### src/rtl/fp_mac_pkg.sv
// Shared constants, FSM encoding and register-command bundle for the FP MAC sequencer.
package fp_mac_pkg;

    // Register map
    localparam logic [2:0] ADDR_CTRL   = 3'd0;
    localparam logic [2:0] ADDR_LEN    = 3'd1;
    localparam logic [2:0] ADDR_ACC    = 3'd2;
    localparam logic [2:0] ADDR_STATUS = 3'd3;
    localparam logic [2:0] ADDR_COUNT  = 3'd4;

    // CTRL bit positions
    localparam int CTRL_START  = 0;
    localparam int CTRL_ABORT  = 1;
    localparam int CTRL_IRQ_EN = 2;

    // STATUS bit positions
    localparam int STAT_BUSY    = 0;
    localparam int STAT_DONE    = 1;
    localparam int STAT_ABORTED = 2;

    // IEEE-754 single constants
    localparam logic [31:0] FP_ZERO = 32'h0000_0000;
    localparam logic [31:0] FP_ONE  = 32'h3F80_0000;

    typedef enum logic [2:0] {
        S_IDLE,
        S_FETCH,
        S_LOAD,
        S_ISSUE,
        S_WAIT,
        S_DONE
    } state_t;

    // Decoded one-cycle commands from the register file to the sequencer
    typedef struct packed {
        logic        start;
        logic        abort;
        logic        acc_wr;
        logic        status_rd;
        logic [31:0] wdata;
    } reg_cmd_t;

endpackage

### src/rtl/fp_mac_sequencer_if.sv
// Avalon-MM slave bus bundle for the FP MAC sequencer.
interface fp_mac_sequencer_if;
    logic        chipselect;
    logic [2:0]  address;
    logic        write;
    logic [31:0] writedata;
    logic        read;
    logic [31:0] readdata;

    modport master (
        output chipselect, address, write, writedata, read,
        input  readdata
    );

    modport slave (
        input  chipselect, address, write, writedata, read,
        output readdata
    );
endinterface

### src/rtl/fp_mac_seq_regs.sv
// Avalon register file: LEN / irq_en storage, command decode and registered read mux.
module fp_mac_seq_regs
    import fp_mac_pkg::*;
#(
    parameter int LEN_W = 8
) (
    input  logic              clk,
    input  logic              reset,
    fp_mac_sequencer_if.slave bus,
    input  logic              busy,
    input  logic              done,
    input  logic              aborted,
    input  logic [31:0]       acc,
    input  logic [LEN_W-1:0]  count,
    output logic [LEN_W-1:0]  len,
    output logic              irq_en,
    output reg_cmd_t          cmd
);

    logic        wr_hit;
    logic        rd_hit;
    logic [31:0] rd_mux;

    assign wr_hit = bus.chipselect & bus.write;
    assign rd_hit = bus.chipselect & bus.read;

    // Decode write pulses and the status read (which clears sticky flags).
    always_comb begin
        cmd           = '0;
        cmd.wdata     = bus.writedata;
        cmd.start     = wr_hit && (bus.address == ADDR_CTRL) && bus.writedata[CTRL_START];
        cmd.abort     = wr_hit && (bus.address == ADDR_CTRL) && bus.writedata[CTRL_ABORT];
        cmd.acc_wr    = wr_hit && (bus.address == ADDR_ACC);
        cmd.status_rd = rd_hit && (bus.address == ADDR_STATUS);
    end

    // Read mux; CTRL is write-only and unmapped addresses return zero.
    always_comb begin
        rd_mux = '0;
        case (bus.address)
            ADDR_LEN:    rd_mux = 32'(len);
            ADDR_ACC:    rd_mux = acc;
            ADDR_STATUS: begin
                rd_mux[STAT_BUSY]    = busy;
                rd_mux[STAT_DONE]    = done;
                rd_mux[STAT_ABORTED] = aborted;
            end
            ADDR_COUNT:  rd_mux = 32'(count);
            default:     rd_mux = '0;
        endcase
    end

    // LEN is frozen while a job runs; irq_en follows every CTRL write.
    always_ff @(posedge clk) begin
        if (reset) begin
            len          <= '0;
            irq_en       <= 1'b0;
            bus.readdata <= '0;
        end else begin
            if (wr_hit && (bus.address == ADDR_CTRL))
                irq_en <= bus.writedata[CTRL_IRQ_EN];
            if (wr_hit && (bus.address == ADDR_LEN) && !busy)
                len <= bus.writedata[LEN_W-1:0];
            if (rd_hit)
                bus.readdata <= rd_mux;
        end
    end

endmodule

### src/rtl/fp_mac_sequencer.sv
// Dot-product sequencer: pops operand pairs from two buffers and issues one MAC per pair.
module fp_mac_sequencer
    import fp_mac_pkg::*;
#(
    parameter int LEN_W = 8
) (
    input  logic              clk,
    input  logic              reset,
    fp_mac_sequencer_if.slave bus,
    output logic              irq,
    output logic              bufa_rd_en,
    input  logic [31:0]       bufa_rd_data,
    input  logic              bufa_empty,
    output logic              bufb_rd_en,
    input  logic [31:0]       bufb_rd_data,
    input  logic              bufb_empty,
    output logic              mac_start,
    output logic [31:0]       mac_op_a,
    output logic [31:0]       mac_op_b,
    output logic [31:0]       mac_acc,
    input  logic              mac_done,
    input  logic [31:0]       mac_result
);

    state_t             state, state_nxt;
    reg_cmd_t           cmd;
    logic [LEN_W-1:0]   len;
    logic [LEN_W-1:0]   count;
    logic [LEN_W-1:0]   count_inc;
    logic [31:0]        acc;
    logic               irq_en;
    logic               done;
    logic               aborted;
    logic               abort_pend;   // abort seen while a MAC is in flight
    logic               busy;

    assign count_inc = count + 1'b1;
    assign busy      = (state == S_FETCH) || (state == S_LOAD) ||
                       (state == S_ISSUE) || (state == S_WAIT);
    assign irq       = done & irq_en;

    fp_mac_seq_regs #(.LEN_W(LEN_W)) u_regs (
        .clk     (clk),
        .reset   (reset),
        .bus     (bus),
        .busy    (busy),
        .done    (done),
        .aborted (aborted),
        .acc     (acc),
        .count   (count),
        .len     (len),
        .irq_en  (irq_en),
        .cmd     (cmd)
    );

    // State register.
    always_ff @(posedge clk) begin
        if (reset) state <= S_IDLE;
        else       state <= state_nxt;
    end

    // Next state and the combinational pop/issue strobes.
    always_comb begin
        state_nxt  = state;
        bufa_rd_en = 1'b0;
        bufb_rd_en = 1'b0;
        mac_start  = 1'b0;
        case (state)
            S_IDLE: begin
                if (cmd.start && !cmd.abort)
                    state_nxt = (len == '0) ? S_DONE : S_FETCH;
            end
            S_FETCH: begin
                if (cmd.abort) begin
                    state_nxt = S_IDLE;
                end else if (!bufa_empty && !bufb_empty) begin
                    bufa_rd_en = 1'b1;
                    bufb_rd_en = 1'b1;
                    state_nxt  = S_LOAD;
                end
            end
            S_LOAD:  state_nxt = cmd.abort ? S_IDLE : S_ISSUE;
            S_ISSUE: begin
                mac_start = 1'b1;
                state_nxt = S_WAIT;
            end
            S_WAIT: begin
                if (mac_done) begin
                    if (abort_pend || cmd.abort) state_nxt = S_IDLE;
                    else if (count_inc == len)   state_nxt = S_DONE;
                    else                         state_nxt = S_FETCH;
                end
            end
            S_DONE:  state_nxt = S_IDLE;
            default: state_nxt = S_IDLE;
        endcase
    end

    // Datapath: operand capture, accumulator, element count and status flags.
    always_ff @(posedge clk) begin
        if (reset) begin
            acc        <= FP_ZERO;
            count      <= '0;
            done       <= 1'b0;
            aborted    <= 1'b0;
            abort_pend <= 1'b0;
            mac_op_a   <= FP_ZERO;
            mac_op_b   <= FP_ZERO;
            mac_acc    <= FP_ZERO;
        end else begin
            if (cmd.status_rd) begin
                done    <= 1'b0;
                aborted <= 1'b0;
            end
            if (cmd.acc_wr && !busy)
                acc <= cmd.wdata;
            case (state)
                S_IDLE: begin
                    if (cmd.start && !cmd.abort && (len != '0)) begin
                        count      <= '0;
                        abort_pend <= 1'b0;
                    end
                end
                S_FETCH: begin
                    if (cmd.abort) aborted <= 1'b1;
                end
                S_LOAD: begin
                    if (cmd.abort) begin
                        aborted <= 1'b1;
                    end else begin
                        mac_op_a <= bufa_rd_data;
                        mac_op_b <= bufb_rd_data;
                        mac_acc  <= acc;
                    end
                end
                S_ISSUE: begin
                    if (cmd.abort) abort_pend <= 1'b1;
                end
                S_WAIT: begin
                    if (mac_done) begin
                        acc   <= mac_result;
                        count <= count_inc;
                        if (abort_pend || cmd.abort) begin
                            aborted    <= 1'b1;
                            abort_pend <= 1'b0;
                        end
                    end else if (cmd.abort) begin
                        abort_pend <= 1'b1;
                    end
                end
                S_DONE:  done <= 1'b1;
                default: ;
            endcase
        end
    end

endmodule

### src/flat_wrapper.sv
// flat-port wrapper written by rule: the top's interface ports become plain ports
module fp_mac_sequencer_flat import fp_mac_pkg::*;
#(
    parameter int LEN_W = 8
)
  (clk, reset, irq, bufa_rd_en, bufa_rd_data, bufa_empty, bufb_rd_en, bufb_rd_data, bufb_empty, mac_start, mac_op_a, mac_op_b, mac_acc, mac_done, mac_result, bus_chipselect, bus_address, bus_write, bus_writedata, bus_read, bus_readdata);
  fp_mac_sequencer_if bus_i ();
  input  logic clk;
  input  logic reset;
  output logic irq;
  output logic bufa_rd_en;
  input  logic [31:0] bufa_rd_data;
  input  logic bufa_empty;
  output logic bufb_rd_en;
  input  logic [31:0] bufb_rd_data;
  input  logic bufb_empty;
  output logic mac_start;
  output logic [31:0] mac_op_a;
  output logic [31:0] mac_op_b;
  output logic [31:0] mac_acc;
  input  logic mac_done;
  input  logic [31:0] mac_result;
  input wire logic [$bits(bus_i.chipselect)-1:0] bus_chipselect;
  input wire logic [$bits(bus_i.address)-1:0] bus_address;
  input wire logic [$bits(bus_i.write)-1:0] bus_write;
  input wire logic [$bits(bus_i.writedata)-1:0] bus_writedata;
  input wire logic [$bits(bus_i.read)-1:0] bus_read;
  output wire logic [$bits(bus_i.readdata)-1:0] bus_readdata;
  assign bus_i.chipselect = bus_chipselect;
  assign bus_i.address = bus_address;
  assign bus_i.write = bus_write;
  assign bus_i.writedata = bus_writedata;
  assign bus_i.read = bus_read;
  assign bus_readdata = bus_i.readdata;
  fp_mac_sequencer #(.LEN_W(LEN_W)) u_core (.clk(clk), .reset(reset), .bus(bus_i), .irq(irq), .bufa_rd_en(bufa_rd_en), .bufa_rd_data(bufa_rd_data), .bufa_empty(bufa_empty), .bufb_rd_en(bufb_rd_en), .bufb_rd_data(bufb_rd_data), .bufb_empty(bufb_empty), .mac_start(mac_start), .mac_op_a(mac_op_a), .mac_op_b(mac_op_b), .mac_acc(mac_acc), .mac_done(mac_done), .mac_result(mac_result));
endmodule
### config.mk
export PLATFORM = sky130hd
export DESIGN_NAME = fp_mac_sequencer_flat
export DESIGN_NICKNAME = d
export VERILOG_FILES = /design/src/rtl/fp_mac_pkg.sv /design/src/rtl/fp_mac_sequencer_if.sv /design/src/rtl/fp_mac_seq_regs.sv /design/src/rtl/fp_mac_sequencer.sv /design/src/flat_wrapper.sv
export SDC_FILE = /design/constraint.sdc
export NUM_CORES = 1
export LEC_CHECK = 0
export BUFFER_PORTS_ARGS = -buffer_cell sky130_fd_sc_hd__buf_4
export CORE_UTILIZATION = 54
export CTS_CLUSTER_SIZE = 12
export DETAILED_ROUTE_END_ITERATION = 7
export PLACE_DENSITY_LB_ADDON = 0.05
export SYNTH_ARGS = -nofsm -noshare
export SYNTH_HDL_FRONTEND = slang
export SYNTH_HIERARCHICAL = 1
export SYNTH_SLANG_ARGS = --single-unit
### constraint.sdc
create_clock -name clk -period 5.5 [get_ports clk]
set_clock_uncertainty 0.15 [all_clocks]
set_input_delay 0.275 -clock clk [delete_from_list [all_inputs] [get_ports clk]]
set_output_delay 0.275 -clock clk [all_outputs]
set_load 0.02 [all_outputs]
==> results of run 1 <==
==> flip-flops by register name, indices dropped and copies added, names as in the netlist <==
register,cells
u_core/u_regs/bus.readdata,32
u_core/abort_pend,1
u_core/done,1
u_core/u_regs/irq_en,1
u_core/acc,32
u_core/mac_acc,32
u_core/count,8
u_core/u_regs/len,8
u_core/mac_op_b,32
u_core/mac_op_a,32
u_core/aborted,1
u_core/state,3
==> cells by family after synthesis <==
kind of cell    Yosys count  share of synthesized area
fa+ha+maj                 1                    0.00158
simple gates            370                      0.213
compound gates          234                      0.175
flops                   183                      0.464
buf+inv                 109                     0.0879
mux                      35                     0.0448
xor+xnor                 12                     0.0143
==> metal layers <==
layer	share of wire	vias to the layer above	wire length (µm)	track usage
met3	0.10	67	2510	0.118
met4	0.038	0	935	0.159
met5	0	-	0	0
met1	0.39	3610	9700	0.371
li1	-	3772	-	-
met2	0.47	361	11700	0.519
==> layout make-up <==
cell class                      instances  share of cell area
Sequential cell                       183               0.332
Timing Repair Buffer                  365               0.270
Tap cell                              180              0.0204
Inverter                                2            0.000681
Clock inverter                         12              0.0137
Multi-Input combinational cell        652               0.323
Clock buffer                           20              0.0405
==> where the power goes <==
part,leakage [nW],switching [mW],total [mW],internal [mW]
clock network,0.290,0.505,1.23,0.727
registers,1.48,0.0575,1.44,1.38
logic,2.79,0.233,0.453,0.219
==> per-stage QoR <==
step	power (mW)	setup WS (ns)	util	instances
6_report	3.12	2.67	0.782	1414
5_1_grt	3.24	2.56	0.782	1414
4_1_cts	3.13	2.80	0.782	1414
3_5_place_dp	1.85	2.45	0.675	1291
3_3_place_gp	1.85	2.61	0.675	1291
2_1_floorplan	1.72	3.14	-	944
==> final timing paths <==
check / slack [ns] / cells after the start / start / endpoint
worst max register to register: 2.89 / 4 / u_core/state[2]$_SDFFE_PP0P_ / u_core/mac_op_a[0]$_SDFFE_PP0P_
worst max-delay path: 2.67 / 7 / bus_writedata[1] / u_core/mac_op_a[0]$_SDFFE_PP0P_
worst min register to register: 0.30 / 2 / u_core/u_regs/bus.readdata[18]$_SDFFE_PP0P_ / u_core/u_regs/bus.readdata[18]$_SDFFE_PP0P_
worst min-delay path: 0.004 / 3 / mac_result[27] / u_core/acc[27]$_SDFF_PP0_
==> worst register-to-register path: stages (launching register included) <==
cell and delay [ns]:
dfxtp_1 0.48, nor2_1 0.49, and2_4 0.93, nand2_1 0.23, a21oi_1 0.24
==> cells in the final DEF (no fill, tap or decap), types with 6 or more instances in the layout <==
| cell | n |
|---|---|
| a21oi_1 | 141 |
| buf_4 | 273 |
| xnor2_1 | 8 |
| nand2_1 | 229 |
| a221oi_1 | 6 |
| dlygate4sd3_1 | 91 |
| a22oi_1 | 7 |
| dfxtp_1 | 183 |
| nor2_1 | 47 |
| and3_1 | 6 |
| clkbuf_16 | 17 |
| mux2i_1 | 32 |
| o21ai_0 | 19 |
| a211oi_1 | 33 |
| nand3_1 | 34 |
==> flow_metrics.tcl, run 1 <==
set metrics [dict create \
    routed_wl_um 24800 \
    via_count 7810 \
    num-fill-cells 965 \
    drtPass1Iterations 5 \
    peakVddDrop_uv 227 \
    floorplan.initialDensity 0.560 \
    setup-violations-final 0 \
    tightest_slew_ns 1.10 \
    gp_congestion 0.873 \
    die_y_um 123 \
    cts_resized 0 \
    crit_chain "dlygate4sd3_1, buf_4, and3_1, nor2_1, and2_4, nand2_1, a21oi_1" \
    synth_top_area_cell "dfxtp_1" \
    multi_input_area_mm2 0.00355 \
    grt_pass1_vias 7161 \
    max_stage_delay_ns 0.93 \
    crit_family "simple AND/OR/NAND/NOR gates" \
    syn_area_mm2 0.00790 \
    seq_area_mm2 0.00366 \
    io_pins 271 \
    synth.top_cells.by_area "dfxtp_1, nand2_1, a21oi_1, mux2i_1, buf_4" \
    ys_warn_count 6 \
    cp-end-kind "flip-flop" \
    drc 0 \
    synth.distinct_cells 61 \
    p_leak_nw 4.56 \
    clock_latency_ns 0.42 \
    cts.sinks 183 \
    rsz0062_at_grt "false" \
    fin_area_mm2 0.0110 \
    finish.net_count 1361 \
    whs_ns 0.00409 \
    cp.required_ns 5.68 \
    crit_type "in -> reg" \
    cts_buffer_depth 2 \
    synth_common_cells "nand2_1, dfxtp_1, a21oi_1, nor2_1, buf_4" \
    ant_nets 0 \
    grt_use_total 0.320 \
    slew_viol_final 0 \
    relSlewSlack 0.266 \
    cts_buffers 17 \
    fin_tns_setup_ns 0 \
    synth-edff-count 0 \
    cts_root_buf "clkbuf_16" \
    core_mm2 0.0141 \
    die_area_mm2 0.0151 \
    synth_most_common_cell "nand2_1" \
    timing.fmax_ghz 0.353 \
    grt_pass1_wl_um 37200 \
    synth_flop_cell "dfxtp_1" \
    status "finished clean" \
    hpwl_um 14700 \
    grt_overflow 0 \
    port_buffers 270 \
    cts_tree "yes" \
    crit_arrival_ns 3.01 \
    ys_ff_latch 183 \
    cp_max_fo 96 \
    syn_to_final_growth_pct 39.5 \
    antenna_found_initial 0 \
    critPathBufInv 2 \
    synth_seq_area_share 0.464 \
    synth_top_area_frac 0.464 \
    grt_max_degree 99 \
    hp-class "in -> reg" \
    post_cts_buffers 0 \
    htree_levels 4 \
    rows 43 \
    die_w_um 123 \
    wl_per_cell_um 17.5 \
    hold_buffers 91 \
    final_layout_size_suffix_gt1_frac 0.265 \
    p_per_area_mw_per_mm2 283 \
    period_needed_ns 2.83 \
    cap_violations 0 \
    drt-vias-per-instance 5.52 \
    drt-initial-drc-count 771 \
    antenna_cells 0 \
    worstSetupStartpointType "input pin" \
    postSynthCellCount 944 \
    synth_async_sr_flop_share 0 \
    cpMaxStageDelayCell "and2_4" \
    period_share 0.514 \
    avgSynthCellArea_um2 8.37 \
    placed_area_mm2 0.00951 \
    hold_viol_final 0 \
    clk_pin_slew_ns 0.06 \
    syn-num-nets 1084 \
]
(Power assumes the default switching activity.)
==> run 2: changes to the inputs <==
--- a/config.mk
+++ b/config.mk
@@ -6,7 +6,7 @@
 export NUM_CORES = 1
 export LEC_CHECK = 0
 export BUFFER_PORTS_ARGS = -buffer_cell sky130_fd_sc_hd__buf_4
-export CORE_UTILIZATION = 54
+export CORE_UTILIZATION = 50
 export CTS_CLUSTER_SIZE = 12
 export DETAILED_ROUTE_END_ITERATION = 7
 export PLACE_DENSITY_LB_ADDON = 0.05
==> constraint.sdc (replaced) <==
create_clock -name clk -period 2.9 [get_ports clk]
set_clock_uncertainty 0.15 [all_clocks]
set_input_delay 0.145 -clock clk [delete_from_list [all_inputs] [get_ports clk]]
set_output_delay 0.145 -clock clk [all_outputs]
set_load 0.02 [all_outputs]
==> flow_metrics.tcl, run 2 (synthesis gave the netlist of run 1 again) <==
set metrics [dict create \
    r2r_setup_slack_ns 0.20 \
    clk_pin_slew_ns 0.07 \
    period_needed_ns 2.70 \
    crit_chain "nor2_4, xnor2_2, nand2b_4, mux2i_1, a211oi_1, dlygate4sd3_1" \
    crit_family "simple AND/OR/NAND/NOR gates" \
    placed_area_mm2 0.00969 \
    cts.sinks 183 \
    final_cell_mix "buf_4, nand2_1, dfxtp_1" \
    ant_nets 0 \
    cpMaxStageDelayCell "nand2b_4" \
    peakVddDrop_uv 412 \
    final_layout_size_suffix_gt1_frac 0.266 \
    rows 45 \
    crit_arrival_ns 2.92 \
    drc 0 \
    hp-class "in -> reg" \
    cp-end-kind "flip-flop" \
    drtPass1Iterations 5 \
    period_share 0.931 \
    clock_latency_ns 0.43 \
    cts_buffer_depth 2 \
    gp_congestion 0.840 \
    core_mm2 0.0153 \
    port_buffers 270 \
    grt_pass1_wl_um 39100 \
    die_area_mm2 0.0163 \
    post_cts_buffers 0 \
    critPathBufInv 1 \
    cts_buffers 17 \
    setup-violations-final 0 \
    final_common_cell "buf_4" \
    htree_levels 4 \
    grt_max_degree 124 \
    grt_use_total 0.307 \
    grt_pass1_vias 7465 \
    antenna_found_initial 1 \
    p_leak_nw 4.83 \
    status "finished clean" \
    floorplan.initialDensity 0.516 \
    die_y_um 128 \
    relSlewSlack 0.377 \
    finish.net_count 1414 \
    fin_area_mm2 0.0116 \
    hpwl_um 16000 \
    fin_tns_setup_ns 0 \
    grt_overflow 0 \
    cp_max_fo 32 \
    syn_to_final_growth_pct 46.3 \
    drt-vias-per-instance 5.33 \
    routed_wl_um 25400 \
    cts_root_buf "clkbuf_16" \
    p_per_area_mw_per_mm2 504 \
    max_stage_delay_ns 0.61 \
    timing.fmax_ghz 0.370 \
    hold_viol_final 0 \
    via_count 7994 \
    cts_tree "yes" \
    crit_type "reg -> reg" \
    tightest_slew_ns 0.934 \
    worstSetupStartpointType "flip-flop" \
    slew_viol_final 0 \
    io_pins 271 \
    cp.required_ns 3.12 \
    rsz0062_at_grt "false" \
    wl_per_cell_um 16.9 \
    die_w_um 128 \
    drt-initial-drc-count 536 \
    cap_violations 0 \
]
## run 2: metrics by stage
step	utilization	hold WS (ns)	cells	setup WS, ns	power [mW]
global route	0.754	0.0609	1498	0.0375	6.06
finish	0.754	0.0541	1499	0.200	5.83
detailed placement	0.633	0.249	1334	0.398	3.54
CTS	0.754	0.0270	1497	0.166	5.83
global placement	0.633	0.241	1334	0.489	3.53
floorplan	-	0.131	944	0.797	3.27
## run 2: final cells by class
class,count,area (µm²)
timing repair buffer,418,3520
clock inverter,11,75.1
sequential,183,3670
clock buffer,20,457
multi-input combinational,652,3550
inverter,2,7.51
tap,211,264
fill,1124,3760
antenna,2,5.00
## run 2: per-layer routing
metal,vias up,track usage,share of wire
met5,-,0,0
met4,0,0.148,0.033
met3,56,0.0810,0.079
met2,330,0.510,0.48
met1,3734,0.370,0.41
li1,3874,-,-
## run 2: timing repair
item / CTS / global route
hold buffers: 132 / 0
setup endpoints to repair: 0 / 11
endpoints found under the hold margin: 108 / 0
gates resized for setup: 0 / 3
## run 2: where the power goes
| group | total, mW | internal, mW | switching (mW) |
|---|---|---|---|
| clock network | 2.12 | 1.13 | 0.982 |
| logic | 0.977 | 0.517 | 0.461 |
| registers | 2.73 | 2.62 | 0.112 |
## run 2: final timing paths
kind,start,to,cells past startpoint
max,u_core/state[1]$_SDFFE_PP0P_,u_core/acc[9]$_SDFF_PP0_,6
min,bus_address[2],u_core/u_regs/bus.readdata[4]$_SDFFE_PP0P_,3
max reg2reg,u_core/state[1]$_SDFFE_PP0P_,u_core/acc[9]$_SDFF_PP0_,6
min reg2reg,u_core/mac_acc[15]$_SDFFE_PP0P_,u_core/mac_acc[15]$_SDFFE_PP0P_,2
## run 2: worst reg2reg max path, delay by kind of cell (launching register included)
family	cells	cell delay, ns
AND/OR/NAND/NOR	2	0.86
buffers and inverters	1	0.58
flip-flops	1	0.36
AO/OA/AOI/OAI	1	0.28
XOR/XNOR	1	0.21
multiplexers	1	0.20
